===== src/rtl/dm_store_queue.sv =====
// dm_store_queue: posted-write store queue between the MEM stage and data memory.
// Holds up to DEPTH lane-aligned, byte-enabled stores in FIFO order, drains
// them over a req/ack handshake, flags loads that hit a pending store word and
// offers a sync/drain handshake for syscall/eret/exception boundaries.
// Optional macro STQ_MERGE_EN: a store to the youngest entry's word merges
// into it (only when that entry is not the head being presented to memory).
module dm_store_queue #(
  parameter int DEPTH = 4,
  parameter int CW    = 3
) (
  input  logic          clk,
  input  logic          reset,
  input  logic          st_valid,
  input  logic [31:0]   st_addr,
  input  logic [3:0]    st_byteen,
  input  logic [31:0]   st_wdata,
  output logic          st_ready,
  input  logic          ld_valid,
  input  logic [31:0]   ld_addr,
  output logic          ld_hazard,
  input  logic          sync_req,
  output logic          sync_done,
  output logic          dm_req,
  output logic [31:0]   dm_addr,
  output logic [3:0]    dm_byteen,
  output logic [31:0]   dm_wdata,
  input  logic          dm_ack,
  output logic [CW-1:0] count
);

  localparam int PW = $clog2(DEPTH);

  // Entry payload (not reset: an entry is only meaningful while its valid is set)
  logic [29:0]      addr_q [DEPTH];
  logic [3:0]       be_q   [DEPTH];
  logic [31:0]      data_q [DEPTH];

  // Control state
  logic [DEPTH-1:0] vld_q, vld_d;
  logic [PW-1:0]    head_q, head_d;
  logic [PW-1:0]    tail_q, tail_d;
  logic [CW-1:0]    count_q, count_d;

  logic full;
  logic merge_hit;
  logic push;
  logic do_alloc;
  logic pop;
  logic addr_hit;

  // Byte offsets are irrelevant: everything is tracked per 32-bit word.
  logic unused_addr_bits;
  assign unused_addr_bits = ^{st_addr[1:0], ld_addr[1:0]};

  assign full = (count_q == CW'(DEPTH));

`ifdef STQ_MERGE_EN
  logic [PW-1:0] young;
  logic          do_merge;
  assign young = tail_q - PW'(1);
  // Youngest entry is only mergeable when it is not the head (count >= 2).
  assign merge_hit = st_valid && (st_byteen != 4'b0000) && (count_q >= CW'(2)) &&
                     (addr_q[young] == st_addr[31:2]);
  assign do_merge  = push && merge_hit;
`else
  assign merge_hit = 1'b0;
`endif

  // No same-cycle bypass: a full queue refuses even if a pop happens now.
  assign st_ready  = (!full || merge_hit) && !sync_req;
  assign push      = st_valid && st_ready && (st_byteen != 4'b0000);
  assign do_alloc  = push && !merge_hit;
  assign dm_req    = (count_q != '0);
  assign pop       = dm_req && dm_ack;

  assign dm_addr   = {addr_q[head_q], 2'b00};
  assign dm_byteen = be_q[head_q];
  assign dm_wdata  = data_q[head_q];
  assign sync_done = (count_q == '0);
  assign count     = count_q;

  // Load hazard: compare the load word against every pending (registered) entry.
  always_comb begin
    addr_hit = 1'b0;
    for (int i = 0; i < DEPTH; i++) begin
      if (vld_q[i] && (addr_q[i] == ld_addr[31:2])) addr_hit = 1'b1;
    end
  end
  assign ld_hazard = ld_valid && addr_hit;

  // Next-state for pointers, valids and count from pop/allocate events.
  always_comb begin
    head_d  = head_q;
    tail_d  = tail_q;
    vld_d   = vld_q;
    count_d = count_q + {{(CW-1){1'b0}}, do_alloc} - {{(CW-1){1'b0}}, pop};
    if (pop) begin
      vld_d[head_q] = 1'b0;
      head_d        = head_q + PW'(1);
    end
    if (do_alloc) begin
      vld_d[tail_q] = 1'b1;
      tail_d        = tail_q + PW'(1);
    end
  end

  // Control registers; reset discards all pending entries and ignores dm_ack.
  always_ff @(posedge clk) begin
    if (reset) begin
      head_q  <= '0;
      tail_q  <= '0;
      vld_q   <= '0;
      count_q <= '0;
    end else begin
      head_q  <= head_d;
      tail_q  <= tail_d;
      vld_q   <= vld_d;
      count_q <= count_d;
    end
  end

  // Entry payload writes: allocate at tail, or merge lanes into the youngest entry.
  always_ff @(posedge clk) begin
    if (do_alloc) begin
      addr_q[tail_q] <= st_addr[31:2];
      be_q[tail_q]   <= st_byteen;
      data_q[tail_q] <= st_wdata;
    end
`ifdef STQ_MERGE_EN
    if (do_merge) begin
      be_q[young] <= be_q[young] | st_byteen;
      for (int b = 0; b < 4; b++) begin
        if (st_byteen[b]) data_q[young][8*b +: 8] <= st_wdata[8*b +: 8];
      end
    end
`endif
  end

endmodule


===== config.mk =====
export PLATFORM = sky130hd
export DESIGN_NAME = dm_store_queue
export DESIGN_NICKNAME = d
export VERILOG_FILES = /design/src/rtl/dm_store_queue.sv
export SDC_FILE = /design/constraint.sdc
export NUM_CORES = 1
export LEC_CHECK = 0
export ABC_CLOCK_PERIOD_IN_PS = 5000
export CAP_MARGIN = 5
export CORE_MARGIN = 2
export CORE_UTILIZATION = 54
export DETAILED_ROUTE_END_ITERATION = 8
export HOLD_SLACK_MARGIN = 0.03
export PLACE_DENSITY = 0.9
export SLEW_MARGIN = 20
export SYNTH_ARGS = -nofsm -noshare
export SYNTH_HDL_FRONTEND = slang
export SYNTH_SLANG_ARGS = --single-unit

===== constraint.sdc =====
create_clock -name clk -period 5 [get_ports clk]
set_clock_uncertainty 0.05 [all_clocks]
set_input_delay 1.5 -clock clk [delete_from_list [all_inputs] [get_ports clk]]
set_output_delay 1.5 -clock clk [all_outputs]
set_load 0.01 [all_outputs]

==> impl_metrics.env <==
export IMPL_status="completed"
export IMPL_switchingPower_uw=1570
export IMPL_clock_fmax_mhz=204
export IMPL_drv_slew=0
export IMPL_hold_path_class="reg2reg"
export IMPL_core_mm2=0.0210
export IMPL_dp_cells=1051
export IMPL_multiInputGateArea_mm2=0.00336
export IMPL_area_growth_pct=29.3
export IMPL_portBuffers=174
export IMPL_die_h_um=150
export IMPL_fp_dieW_um=150
export IMPL_finalCritPeriodShare_pct=98.0
export IMPL_grt_start_max_net_pins=46
export IMPL_ys_seq_area_share_pct=70.8
export IMPL_ir_worst_vdd_mv=0.366
export IMPL_start_util_pct=55.0
export IMPL_grt_util_all_layers_pct=23.5
export IMPL_hold_viol_final=0
export IMPL_clock_latency_ps=520
export IMPL_dieArea_mm2=0.0226
export IMPL_final_cell_area_mm2=0.0150
export IMPL_yosys_cell_types_count=27
export IMPL_cts_made_buffers=28
export IMPL_ant_nets=0
export IMPL_grt_ovfl_total=0
export IMPL_tightest_slew_ps=620
export IMPL_fin_util_pct=71.2
export IMPL_cts_sinks=277
export IMPL_cts_root_buffer="clkbuf_16"
export IMPL_fin_nets=923
export IMPL_cp_required_ps=3450
export IMPL_place_congestion=0.903
export IMPL_power_frac_comb_pct=24.7
export IMPL_p_per_area_mw_per_mm2=427
export IMPL_synth_area_mm2=0.0116
export IMPL_syn_inst=596
export IMPL_arrival_ps=3350
export IMPL_synth_seq_cells=277
export IMPL_seq_area_mm2=0.00819
export IMPL_cts_max_level=1
export IMPL_nFillCells=1253
export IMPL_tritoncts="done"
export IMPL_p_leak_uw=0.00491
export IMPL_start_kind="primary input"
export IMPL_clockBufferDepth=3
export IMPL_clkPwrFrac_pct=31.9
export IMPL_rsz0062_at_grt="no"
export IMPL_setup_viol=0
export IMPL_hold_buffers=0
export IMPL_swShare_pct=24.6
export IMPL_placed_area_mm2=0.0139
export IMPL_fin_crit_ps=4900
export IMPL_crit_path_end_kind="primary output"
export IMPL_clkTransAtPathRegs_ps=60
export IMPL_avgSynthCellArea_um2=19.4
export IMPL_wl_mm=26.5
export IMPL_critPathKind="in2out"
export IMPL_intPower_uw=4810
export IMPL_pwr_share_seq_pct=43.4
export IMPL_wl_per_cell_um=24.0
export IMPL_final_setup_tns_ps=0
export IMPL_grt_pass1_wl_mm=39.2
export IMPL_route_detailed_drc=0
export IMPL_finalHoldWorstSlack_ps=486
export IMPL_drv_cap=0
export IMPL_placementRows=53
export IMPL_pin_count=181
export IMPL_max_slew_margin_pct=58.7
export IMPL_viasPerCell=5.68
export IMPL_yosys_warnings=0
export IMPL_antenna_found_initial=3
export IMPL_cp_max_fo=4
export IMPL_drive_above_1_share_pct=20.9
export IMPL_drt_iter0_markers=390
export IMPL_num_vias=6277
export IMPL_dr_pass1_iters=5
export IMPL_grt_pass1_vias=6786
export IMPL_place_detailed_hpwl_mm=18.0
export IMPL_fin_cells=1105
==> critical path, cell delays in order <==
cell	delay, ps
clkdlybuf4s50_1	570
xnor2_1	300
nand4_1	110
nor4_1	270
nand4_1	160
a41oi_2	260
buf_2	170
==> final cells by class <==
class | instances | area share (%)
diodes | 2 | 0.0335
clock buffers | 45 | 5.32
clock inverters | 7 | 0.711
inverters | 10 | 0.251
multi-input cells | 276 | 22.5
flip-flops and latches | 277 | 54.8
well taps | 275 | 2.30
repair buffers | 213 | 14.2
==> cells by family after synthesis <==
family | Yosys count | synth area share (%)
other | 1 | 0.0324
AND/OR/NAND/NOR | 65 | 3.24
flip-flops | 277 | 70.8
XOR/XNOR | 124 | 9.39
multiplexers | 68 | 13.0
buffers and inverters | 44 | 1.74
AO/OA/AOI/OAI | 6 | 0.552
adder cells (fa/ha/maj) | 11 | 1.25
==> layout by cell type (no fill, tap or decap), types with 2 or more instances in the layout <==
| cell type | synthesis | routed |
|---|---|---|
| a22oi_2 | 4 | 4 |
| and2_4 | 0 | 4 |
| buf_12 | 0 | 5 |
| buf_4 | 6 | 33 |
| bufinv_16 | 0 | 3 |
| clkbuf_1 | 17 | 15 |
| clkbuf_16 | 0 | 29 |
| clkdlybuf4s50_1 | 0 | 161 |
| clkinv_1 | 0 | 3 |
| conb_1 | 1 | 2 |
| dfxtp_1 | 13 | 11 |
| diode_2 | 0 | 2 |
| dlygate4sd2_1 | 0 | 2 |
| dlymetal6s2s_1 | 0 | 10 |
| edfxtp_1 | 264 | 264 |
| ha_1 | 10 | 10 |
| inv_1 | 10 | 10 |
| mux2i_1 | 2 | 2 |
| mux4_2 | 66 | 66 |
| nand2_1 | 4 | 4 |
| nand4_1 | 24 | 24 |
| nor2_1 | 11 | 11 |
| nor2b_1 | 2 | 2 |
| nor4_1 | 16 | 9 |
| nor4_2 | 0 | 7 |
| xnor2_1 | 80 | 66 |
| xnor2_2 | 0 | 13 |
| xor2_1 | 44 | 44 |
==> synthesized netlist by cell type <==
cell type	n	share of area, %
nand4_1	24	1.3
xnor2_1	80	6.1
or4_1	1	0.065
and2_1	5	0.27
nor2b_1	2	0.11
nand2_1	4	0.13
ha_1	10	1.1
nor4_1	16	0.87
buf_2	5	0.22
a21oi_1	1	0.043
edfxtp_1	264	69
mux4_2	66	13
dfxtp_1	13	2.2
inv_1	10	0.32
xor2_1	44	3.3
mux2i_1	2	0.17
or3_1	1	0.054
conb_1	1	0.032
buf_1	5	0.16
buf_6	1	0.097
a22oi_2	4	0.43
buf_4	6	0.39
nor2_1	11	0.36
clkbuf_1	17	0.55
and3_4	1	0.097
fa_1	1	0.17
a41oi_1	1	0.076
==> path summary, 6_finish.rpt <==
check | to | depth (start not counted) | slack, ps | from
max reg2reg | count[2]$_SDFF_PP0_ | 9 | 2470 | count[1]$_SDFF_PP0_
min reg2reg | vld_q[0]$_SDFF_PP0_ | 2 | 490 | vld_q[0]$_SDFF_PP0_
max | ld_hazard | 7 | 100 | ld_addr[16]
min | vld_q[0]$_SDFF_PP0_ | 2 | 490 | vld_q[0]$_SDFF_PP0_
==> sequential cells by signal (all words and copies together) (netlist names), named ones only <==
name	cells
tail_q	2
head_q	2
addr_q	120
data_q	128
count	3
be_q	16
vld_q	4
==> per-stage QoR <==
stage / worst slack, ps / power [uW]
final: 102 / 6390
after global routing: 41.8 / 6620
after CTS: 3.15 / 6430
after detailed placement: -403 / 4390
after global placement: -369 / 4350
after floorplan: 824 / 3620
==> per-layer routing <==
metal	GRT usage [%]	vias to the layer above	part of all wire, %
li1	-	2772	-
met1	30.6	3168	38
met2	39.9	291	51
met3	6.45	46	9.6
met4	5.52	0	2.2
met5	0	-	0
==> power groups by stage <==
stage,sequential (uW),clock [uW],combinational (uW)
detailed placement,2820,0,1570
floorplan,2760,0,865
global placement,2810,0,1540
CTS,2780,2070,1590
finish,2770,2040,1580
global route,2790,2160,1670
==> repair_timing <==
action                     4_1_cts  5_1_grt
cloned                           0        0
pin swaps                        4        5
setup buffers                    0        0
setup endpoints to repair        1        1
gates resized for setup         12       28
Note: power is estimated with default switching activity, not from simulation.
